`config.mk`:
```
export PLATFORM = sky130hd
export DESIGN_NAME = multi_button_debounce
export DESIGN_NICKNAME = d
export VERILOG_FILES = /design/src/rtl/multi_button_debounce.sv
export SDC_FILE = /design/constraint.sdc
export NUM_CORES = 1
export LEC_CHECK = 0
export CAP_MARGIN = 20
export CORE_MARGIN = 2
export CORE_UTILIZATION = 50
export CTS_CLUSTER_DIAMETER = 50
export DETAILED_ROUTE_END_ITERATION = 6
export PLACE_DENSITY_LB_ADDON = 0.12
export SLEW_MARGIN = 25
export SYNTH_ARGS = -nofsm -noshare
export SYNTH_HDL_FRONTEND = slang
export SYNTH_SLANG_ARGS = --single-unit
```
`constraint.sdc`:
```
create_clock -name clk_i -period 2.6 [get_ports clk_i]
set_input_delay 0.52 -clock clk_i [delete_from_list [all_inputs] [get_ports clk_i]]
set_output_delay 0.52 -clock clk_i [all_outputs]
set_load 0.005 [all_outputs]
```
`src/rtl/multi_button_debounce.sv`:
```
`default_nettype none
// ============================================================================
// Module      : multi_button_debounce
// Description : N-channel push-button conditioner. Each raw input is
//               synchronised, then accepted only after holding a new level
//               for a full stability window (a bounce restarts the window).
//               Per channel: debounced level plus one-cycle press, release
//               and long-press strobes; any_press is the OR of press strobes.
// Revision    : 1.0 - initial release
// ============================================================================
module multi_button_debounce #(
    parameter int N_CH          = 4,
    parameter int STABLE_CYCLES = 200_000,
    parameter int LONG_CYCLES   = 40_000_000,
    parameter bit ACTIVE_LOW    = 1'b0
) (
    input  logic            clk_i,
    input  logic            rst_ni,
    input  logic [N_CH-1:0] btn_in_i,
    output logic [N_CH-1:0] btn_level_o,
    output logic [N_CH-1:0] btn_press_o,
    output logic [N_CH-1:0] btn_release_o,
    output logic [N_CH-1:0] btn_long_o,
    output logic            any_press_o
);

    localparam int              SW        = $clog2(STABLE_CYCLES);
    localparam logic [SW-1:0]   STAB_LAST = SW'(STABLE_CYCLES - 1);
    localparam logic [N_CH-1:0] POLARITY  = ACTIVE_LOW ? {N_CH{1'b1}} : {N_CH{1'b0}};

    typedef enum logic [1:0] {
        ST_IDLE         = 2'd0,
        ST_CONF_PRESS   = 2'd1,
        ST_PRESSED      = 2'd2,
        ST_CONF_RELEASE = 2'd3
    } state_t;

    logic [N_CH-1:0] sync_a_q;
    logic [N_CH-1:0] sync_b_q;
    logic [N_CH-1:0] press_vec_d;
    logic            any_press_q;

    // Two-flop synchroniser; polarity is normalised so 1 always means pressed
    always_ff @(posedge clk_i or negedge rst_ni) begin
        if (!rst_ni) begin
            sync_a_q <= '0;
            sync_b_q <= '0;
        end else begin
            sync_a_q <= btn_in_i ^ POLARITY;
            sync_b_q <= sync_a_q;
        end
    end

    // any_press follows the next-state press vector so it lines up with btn_press
    always_ff @(posedge clk_i or negedge rst_ni) begin
        if (!rst_ni) begin
            any_press_q <= 1'b0;
        end else begin
            any_press_q <= |press_vec_d;
        end
    end

    assign any_press_o = any_press_q;

    for (genvar i = 0; i < N_CH; i++) begin : g_ch
        state_t        state_q, state_d;
        logic [SW-1:0] stab_q, stab_d;
        logic          level_q, level_d;
        logic          press_q, press_d;
        logic          release_q, release_d;
        logic          long_q, long_d;
        logic          s;

        assign s = sync_b_q[i];

        // Channel FSM state and registered outputs
        always_ff @(posedge clk_i or negedge rst_ni) begin
            if (!rst_ni) begin
                state_q   <= ST_IDLE;
                stab_q    <= '0;
                level_q   <= 1'b0;
                press_q   <= 1'b0;
                release_q <= 1'b0;
                long_q    <= 1'b0;
            end else begin
                state_q   <= state_d;
                stab_q    <= stab_d;
                level_q   <= level_d;
                press_q   <= press_d;
                release_q <= release_d;
                long_q    <= long_d;
            end
        end

        // Stability-window FSM: any opposite sample aborts the confirmation
        always_comb begin
            state_d   = state_q;
            stab_d    = stab_q;
            level_d   = level_q;
            press_d   = 1'b0;
            release_d = 1'b0;
            case (state_q)
                ST_IDLE: begin
                    if (s) begin
                        state_d = ST_CONF_PRESS;
                        stab_d  = '0;
                    end
                end
                ST_CONF_PRESS: begin
                    if (!s) begin
                        state_d = ST_IDLE;
                    end else if (stab_q == STAB_LAST) begin
                        state_d = ST_PRESSED;
                        level_d = 1'b1;
                        press_d = 1'b1;
                    end else begin
                        stab_d = stab_q + 1'b1;
                    end
                end
                ST_PRESSED: begin
                    if (!s) begin
                        state_d = ST_CONF_RELEASE;
                        stab_d  = '0;
                    end
                end
                ST_CONF_RELEASE: begin
                    if (s) begin
                        state_d = ST_PRESSED;
                    end else if (stab_q == STAB_LAST) begin
                        state_d   = ST_IDLE;
                        level_d   = 1'b0;
                        release_d = 1'b1;
                    end else begin
                        stab_d = stab_q + 1'b1;
                    end
                end
                default: state_d = ST_IDLE;
            endcase
        end

        if (LONG_CYCLES > 0) begin : g_long
            localparam int            HW        = $clog2(LONG_CYCLES + 1);
            localparam logic [HW-1:0] HOLD_LAST = HW'(LONG_CYCLES - 1);

            logic [HW-1:0] hold_q, hold_d;
            logic          long_done_q, long_done_d;

            // Hold-time counter, frozen once the long strobe has been issued
            always_ff @(posedge clk_i or negedge rst_ni) begin
                if (!rst_ni) begin
                    hold_q      <= '0;
                    long_done_q <= 1'b0;
                end else begin
                    hold_q      <= hold_d;
                    long_done_q <= long_done_d;
                end
            end

            // Long-press detect; an accepted release on the same edge suppresses it
            always_comb begin
                hold_d      = hold_q;
                long_done_d = long_done_q;
                long_d      = 1'b0;
                if (press_d) begin
                    hold_d      = '0;
                    long_done_d = 1'b0;
                end else if (level_q && !long_done_q &&
                             (state_q == ST_PRESSED || state_q == ST_CONF_RELEASE)) begin
                    if (hold_q == HOLD_LAST) begin
                        long_d      = !release_d;
                        long_done_d = 1'b1;
                    end else begin
                        hold_d = hold_q + 1'b1;
                    end
                end
            end
        end else begin : g_no_long
            assign long_d = 1'b0;
        end

        assign press_vec_d[i]   = press_d;
        assign btn_level_o[i]   = level_q;
        assign btn_press_o[i]   = press_q;
        assign btn_release_o[i] = release_q;
        assign btn_long_o[i]    = long_q;
    end

endmodule
`default_nettype wire

```
Word-level counts from Yosys, hierarchy flattened --
Index checks and enable logic that the tools add are counted.
Cells by class: muxes and demuxes 128, $add $sub $neg 8, eq/ne operators 56, reductions and logical operators 57
Operator list (count):
- $mux 18 | 20
- $mux 26 | 12
- $pmux 18 s4 | 4
- $add 26x1->26 const B | 4
- $eq 26x26->1 const B | 4
- $add 18x1->18 const B | 4
- $eq 18x18->1 const B | 4
- $mux 1 | 60
- $ne 2x2->1 const B | 28
- $mux 2 | 24
- $pmux 2 s4 | 4
- $reduce_and 4->1 | 8
- $ne 3x3->1 const B | 8
- $reduce_bool 2->1 | 12
- $reduce_and 5->1 | 4
- $eq 2x2->1 const B | 8
- $reduce_and 2->1 | 8
- $eq 2x1->1 const B | 4
- $logic_and 1x1->1 | 8
- $logic_not 1->1 | 8
- $logic_not 2->1 | 4
- $pmux 1 s2 | 4
- $logic_or 1x1->1 | 4
- $reduce_or 4->1 | 1
Word-level totals: output and inout port bits 17, bits in registers 213, input bits 6

Logic depth before layout (Yosys ltp) --
Gate-level depths: netlist of run 1.
depth in word-level cells 8, gate-level depth with buffers 8, gate-level depth less buffers 6

Least setup slack after synthesis of run 1 --
OpenSTA, ideal clock, no wires.
path kind reg-to-reg, from register g_ch[0].g_long.hold_q[20], to register g_ch[0].g_long.hold_q[3], path buffers 1, clock period less this slack 2.039 ns, setup time 0.096 ns, arrival 1.943 ns, required time 2.504 ns, stages on the path, launching flop included 7, path slack 0.561 ns, cell sequence dfrtp_1 or4_1 or4_1 o21bai_4 buf_4 o211ai_1 o31ai_1
Between the ends: longest elaborated chain between the ends 3
RTL lines:
- start: declaration | RTL line 145 | logic [HW-1:0] hold_q, hold_d;
- start signal: assignment | RTL line 154 | hold_q <= hold_d;
- $eq 26x26->1 | RTL line 169 | if (hold_q == HOLD_LAST) begin
- $ne 2x2->1 (no line)
- $reduce_and 2->1 (no line)
No other way between the ends. A chain may end at the register's enable or synchronous reset.

Worst setup path in the final report of run 1 --
from register g_ch[1].g_long.hold_q[20], to register g_ch[1].g_long.hold_q[5]
Between the ends: longest elaborated chain between the ends 3
RTL lines (RTL line):
- start: declaration | 145
- start signal: assignment | 154
- $eq 26x26->1 | 169
- $ne 2x2->1 (no line)
- $reduce_and 2->1 (no line)
No other way between the ends.

==> impl_metrics.env, run 1 <==
export IMPL_status="completed"
export IMPL_crit_required_ns=3.06
export IMPL_first_global_vias=8691
export IMPL_cts_sinks=213
export IMPL_hold_viol_final=0
export IMPL_syn_to_final_growth_pct=13.7
export IMPL_crit_fanout=13
export IMPL_grt_max_degree=66
export IMPL_cts_hold_buffers=1
export IMPL_synthAdderAreaFrac=0.00881
export IMPL_diodes=0
export IMPL_final_setup_tns_ns=0
export IMPL_drt_wl_total_um=24400
export IMPL_cts_setup_buffers=0
export IMPL_end_kind="register"
export IMPL_io_buffer_count=22
export IMPL_rsz0062_at_grt="no"
export IMPL_fillerInstances=2028
export IMPL_die_y_um=155
export IMPL_place_gp_congestion=0.835
export IMPL_dpl_hpwl_um=16600
export IMPL_finalSetupViolCount=0
export IMPL_grt_pass1_wl_um=42600
export IMPL_wl_per_cell_um=15.7
export IMPL_syn_cell_area_sq_um=11400
export IMPL_final_area_sq_um=12900
export IMPL_finalPower_w=0.00778
export IMPL_layout_setup_ws_ns=0.276
export IMPL_synthMuxAreaShare=0.0273
export IMPL_synth_edf_count=0
export IMPL_rrSetupSlack_ns=0.28
export IMPL_async_reset_ff_frac=1.00
export IMPL_clk_pin_slew_ns=0.06
export IMPL_slew_headroom=0.434
export IMPL_clock_latency_ns=0.54
export IMPL_fmax_mhz=430
export IMPL_synth_flop_cell="dfrtp_1"
export IMPL_ys_seq_elements=213
export IMPL_core_area_sq_um=22500
export IMPL_cts_htree_levels=1
export IMPL_die_x_um=155
export IMPL_cts_buffer_depth=3
export IMPL_layout_common_cells="dfrtp_1 (213), nand2_1 (126), nor2_1 (121), nand3_1 (93), nand4_1 (68)"
export IMPL_synth_top_family_by_area="simple AND/OR/NAND/NOR gates"
export IMPL_cp_arrival_ns=2.79
export IMPL_min_period_over_period=0.894
export IMPL_crit_type="reg2reg"
export IMPL_drv_cap=0
export IMPL_rows=55
export IMPL_dieArea_sq_um=24000
export IMPL_cts_resized=0
export IMPL_max_vdd_ir_drop_uv=570
export IMPL_skew_ns=0.0146
export IMPL_drive_above_1_share=0.0961
export IMPL_root_buffer="clkbuf_16"
export IMPL_power_density_nw_per_um2=602
export IMPL_worst_pin_slew_ns=0.841
export IMPL_ys_warnings_count=0
export IMPL_seq_area_frac_synth=0.469
export IMPL_start_util=0.505
export IMPL_drc=0
export IMPL_synth_cells=1229
export IMPL_route_antenna_remaining_nets=0
export IMPL_cts_tree="built"
export IMPL_viasPerCell=5.93
export IMPL_utilization=0.574
export IMPL_synth_compound_area_frac=0.108
export IMPL_cts_buffers=30
export IMPL_antenna_found_initial=0
export IMPL_firstDrtPassIters=5
export IMPL_num_vias=9215
export IMPL_synth_avg_cell_area_sq_um=9.25
export IMPL_fin_nets=1262
export IMPL_yosys_area_share_simple=0.301
export IMPL_drt_iter0_drc=455
export IMPL_synth_xor_area_frac=0.0493
export IMPL_syn_nets=1243
export IMPL_fin_crit_ns=2.32
export IMPL_overflow=0
export IMPL_hold_class="reg2reg"
export IMPL_placed_cell_area_sq_um=11900
export IMPL_maxSlewViolCount=0
export IMPL_p_leak_nw=5.52
export IMPL_synth_cell_types=66
export IMPL_track_usage=0.210
export IMPL_pin_count=23
export IMPL_worstSetupStartpointType="register"
export IMPL_mostFrequentLayoutCell="dfrtp_1"
export IMPL_post_place_ws_ns=0.295
==> state kept, by name, summed over array words and instances, names as in the netlist, named ones only <==
register	cells
any_press_o	1
g_ch.release_q	4
g_ch.state_q	4
g_ch.g_long.hold_q	104
sync_b_q	4
g_ch.stab_q	72
g_ch.press_q	4
sync_a_q	4
g_ch.g_long.long_done_q	4
g_ch.long_q	4
g_ch.level_q	4
==> layer usage <==
layer,global-route usage,up-vias,part of all wire
met4,0.0437,0,0.019
li1,-,4560,-
met2,0.333,122,0.45
met5,0,-,0
met3,0.0314,38,0.033
met1,0.309,4495,0.49
==> worst max-delay path: stages (launching register included) <==
cell and delay (ns):
dfrtp_1 0.43, or4_1 0.55, or4_4 0.44, nor3_4 0.35, buf_4 0.23, o31ai_1 0.08, a21oi_1 0.17
==> final cells by class <==
class	count	area [sq um]	share of cell area
clock buffer	38	832	0.0644
clock inverter	16	194	0.0150
inverter	18	67.6	0.00523
multi-input combinational	929	5630	0.436
sequential	213	5330	0.413
tap	285	357	0.0276
timing repair buffer	56	508	0.0393
==> worst paths after layout <==
path | start | end | depth (start not counted)
max | g_ch[1].g_long.hold_q[20] | g_ch[1].g_long.hold_q[5] | 6
min | sync_a_q[0] | sync_b_q[0] | 0
max reg2reg | g_ch[1].g_long.hold_q[20] | g_ch[1].g_long.hold_q[5] | 6
min reg2reg | sync_a_q[0] | sync_b_q[0] | 0
max in group asynchronous | rst_ni | g_ch[0].stab_q[10] | 3
min in group asynchronous | rst_ni | g_ch[3].g_long.hold_q[18] | 2
==> through the flow <==
step | instances | hold WS [ns]
detailed placement | 1500 | 0.335
global route | 1555 | 0.348
finish | 1555 | 0.346
floorplan | 1229 | 0.224
global placement | 1500 | 0.333
CTS | 1555 | 0.347
==> report_power, final <==
part	internal (W)	total [W]	switching, W	leakage (nW)
combinational	0.0000816	0.000239	0.000157	2.09
clock	0.00258	0.00412	0.00155	0.492
sequential	0.00336	0.00342	0.0000612	2.94
==> synthesized netlist by cell type, types with 5 or more instances <==
master / number / area share
dfrtp_1: 213 / 0.47
nand2_1: 126 / 0.042
nor2_1: 121 / 0.040
nand3_1: 93 / 0.041
nand4_1: 68 / 0.037
o21ai_0: 51 / 0.022
a21oi_1: 49 / 0.022
xor2_1: 47 / 0.036
nor3_1: 46 / 0.020
clkbuf_1: 37 / 0.012
and3_1: 35 / 0.019
or4_1: 24 / 0.016
mux2i_1: 22 / 0.019
buf_4: 19 / 0.013
inv_1: 18 / 0.0059
nor4b_1: 17 / 0.013
o31ai_1: 17 / 0.011
xnor2_1: 17 / 0.013
a22o_1: 16 / 0.012
and2_1: 16 / 0.0088
or3_1: 16 / 0.0088
o211ai_1: 15 / 0.0099
nor4_1: 13 / 0.0072
buf_2: 9 / 0.0040
ha_1: 8 / 0.0088
mux2_2: 8 / 0.0079
a31oi_1: 7 / 0.0039
nand3b_1: 7 / 0.0046
or2_2: 7 / 0.0039
a21o_1: 6 / 0.0040
nor4bb_1: 6 / 0.0053
and4_1: 5 / 0.0039
nand4b_1: 5 / 0.0039
or3_2: 5 / 0.0033
==> cell families after synthesis <==
kind of cell	count (synthesis)
fa+ha+maj	8
simple gates	638
flops	213
mux	30
compound gates	189
xor+xnor	64
buf+inv	87
Power figures use the tool's default switching activity.
==> inputs of run 2 (changes only) <==
--- a/config.mk
+++ b/config.mk
@@ -5,6 +5,7 @@
 export SDC_FILE = /design/constraint.sdc
 export NUM_CORES = 1
 export LEC_CHECK = 0
+export ABC_CLOCK_PERIOD_IN_PS = 2600
 export CAP_MARGIN = 20
 export CORE_MARGIN = 2
 export CORE_UTILIZATION = 50
==> results of run 2 <==
Final layout, timing and power as in run 1 (identical DEF).
==> inputs of run 3 (changes only) <==
--- a/config.mk
+++ b/config.mk
@@ -11,6 +11,7 @@
 export CORE_UTILIZATION = 50
 export CTS_CLUSTER_DIAMETER = 50
 export DETAILED_ROUTE_END_ITERATION = 6
+export GPL_ROUTABILITY_DRIVEN = 0
 export PLACE_DENSITY_LB_ADDON = 0.12
 export SLEW_MARGIN = 25
 export SYNTH_ARGS = -nofsm -noshare
==> results of run 3 <==
Final layout, timing and power as in run 1 (identical DEF).
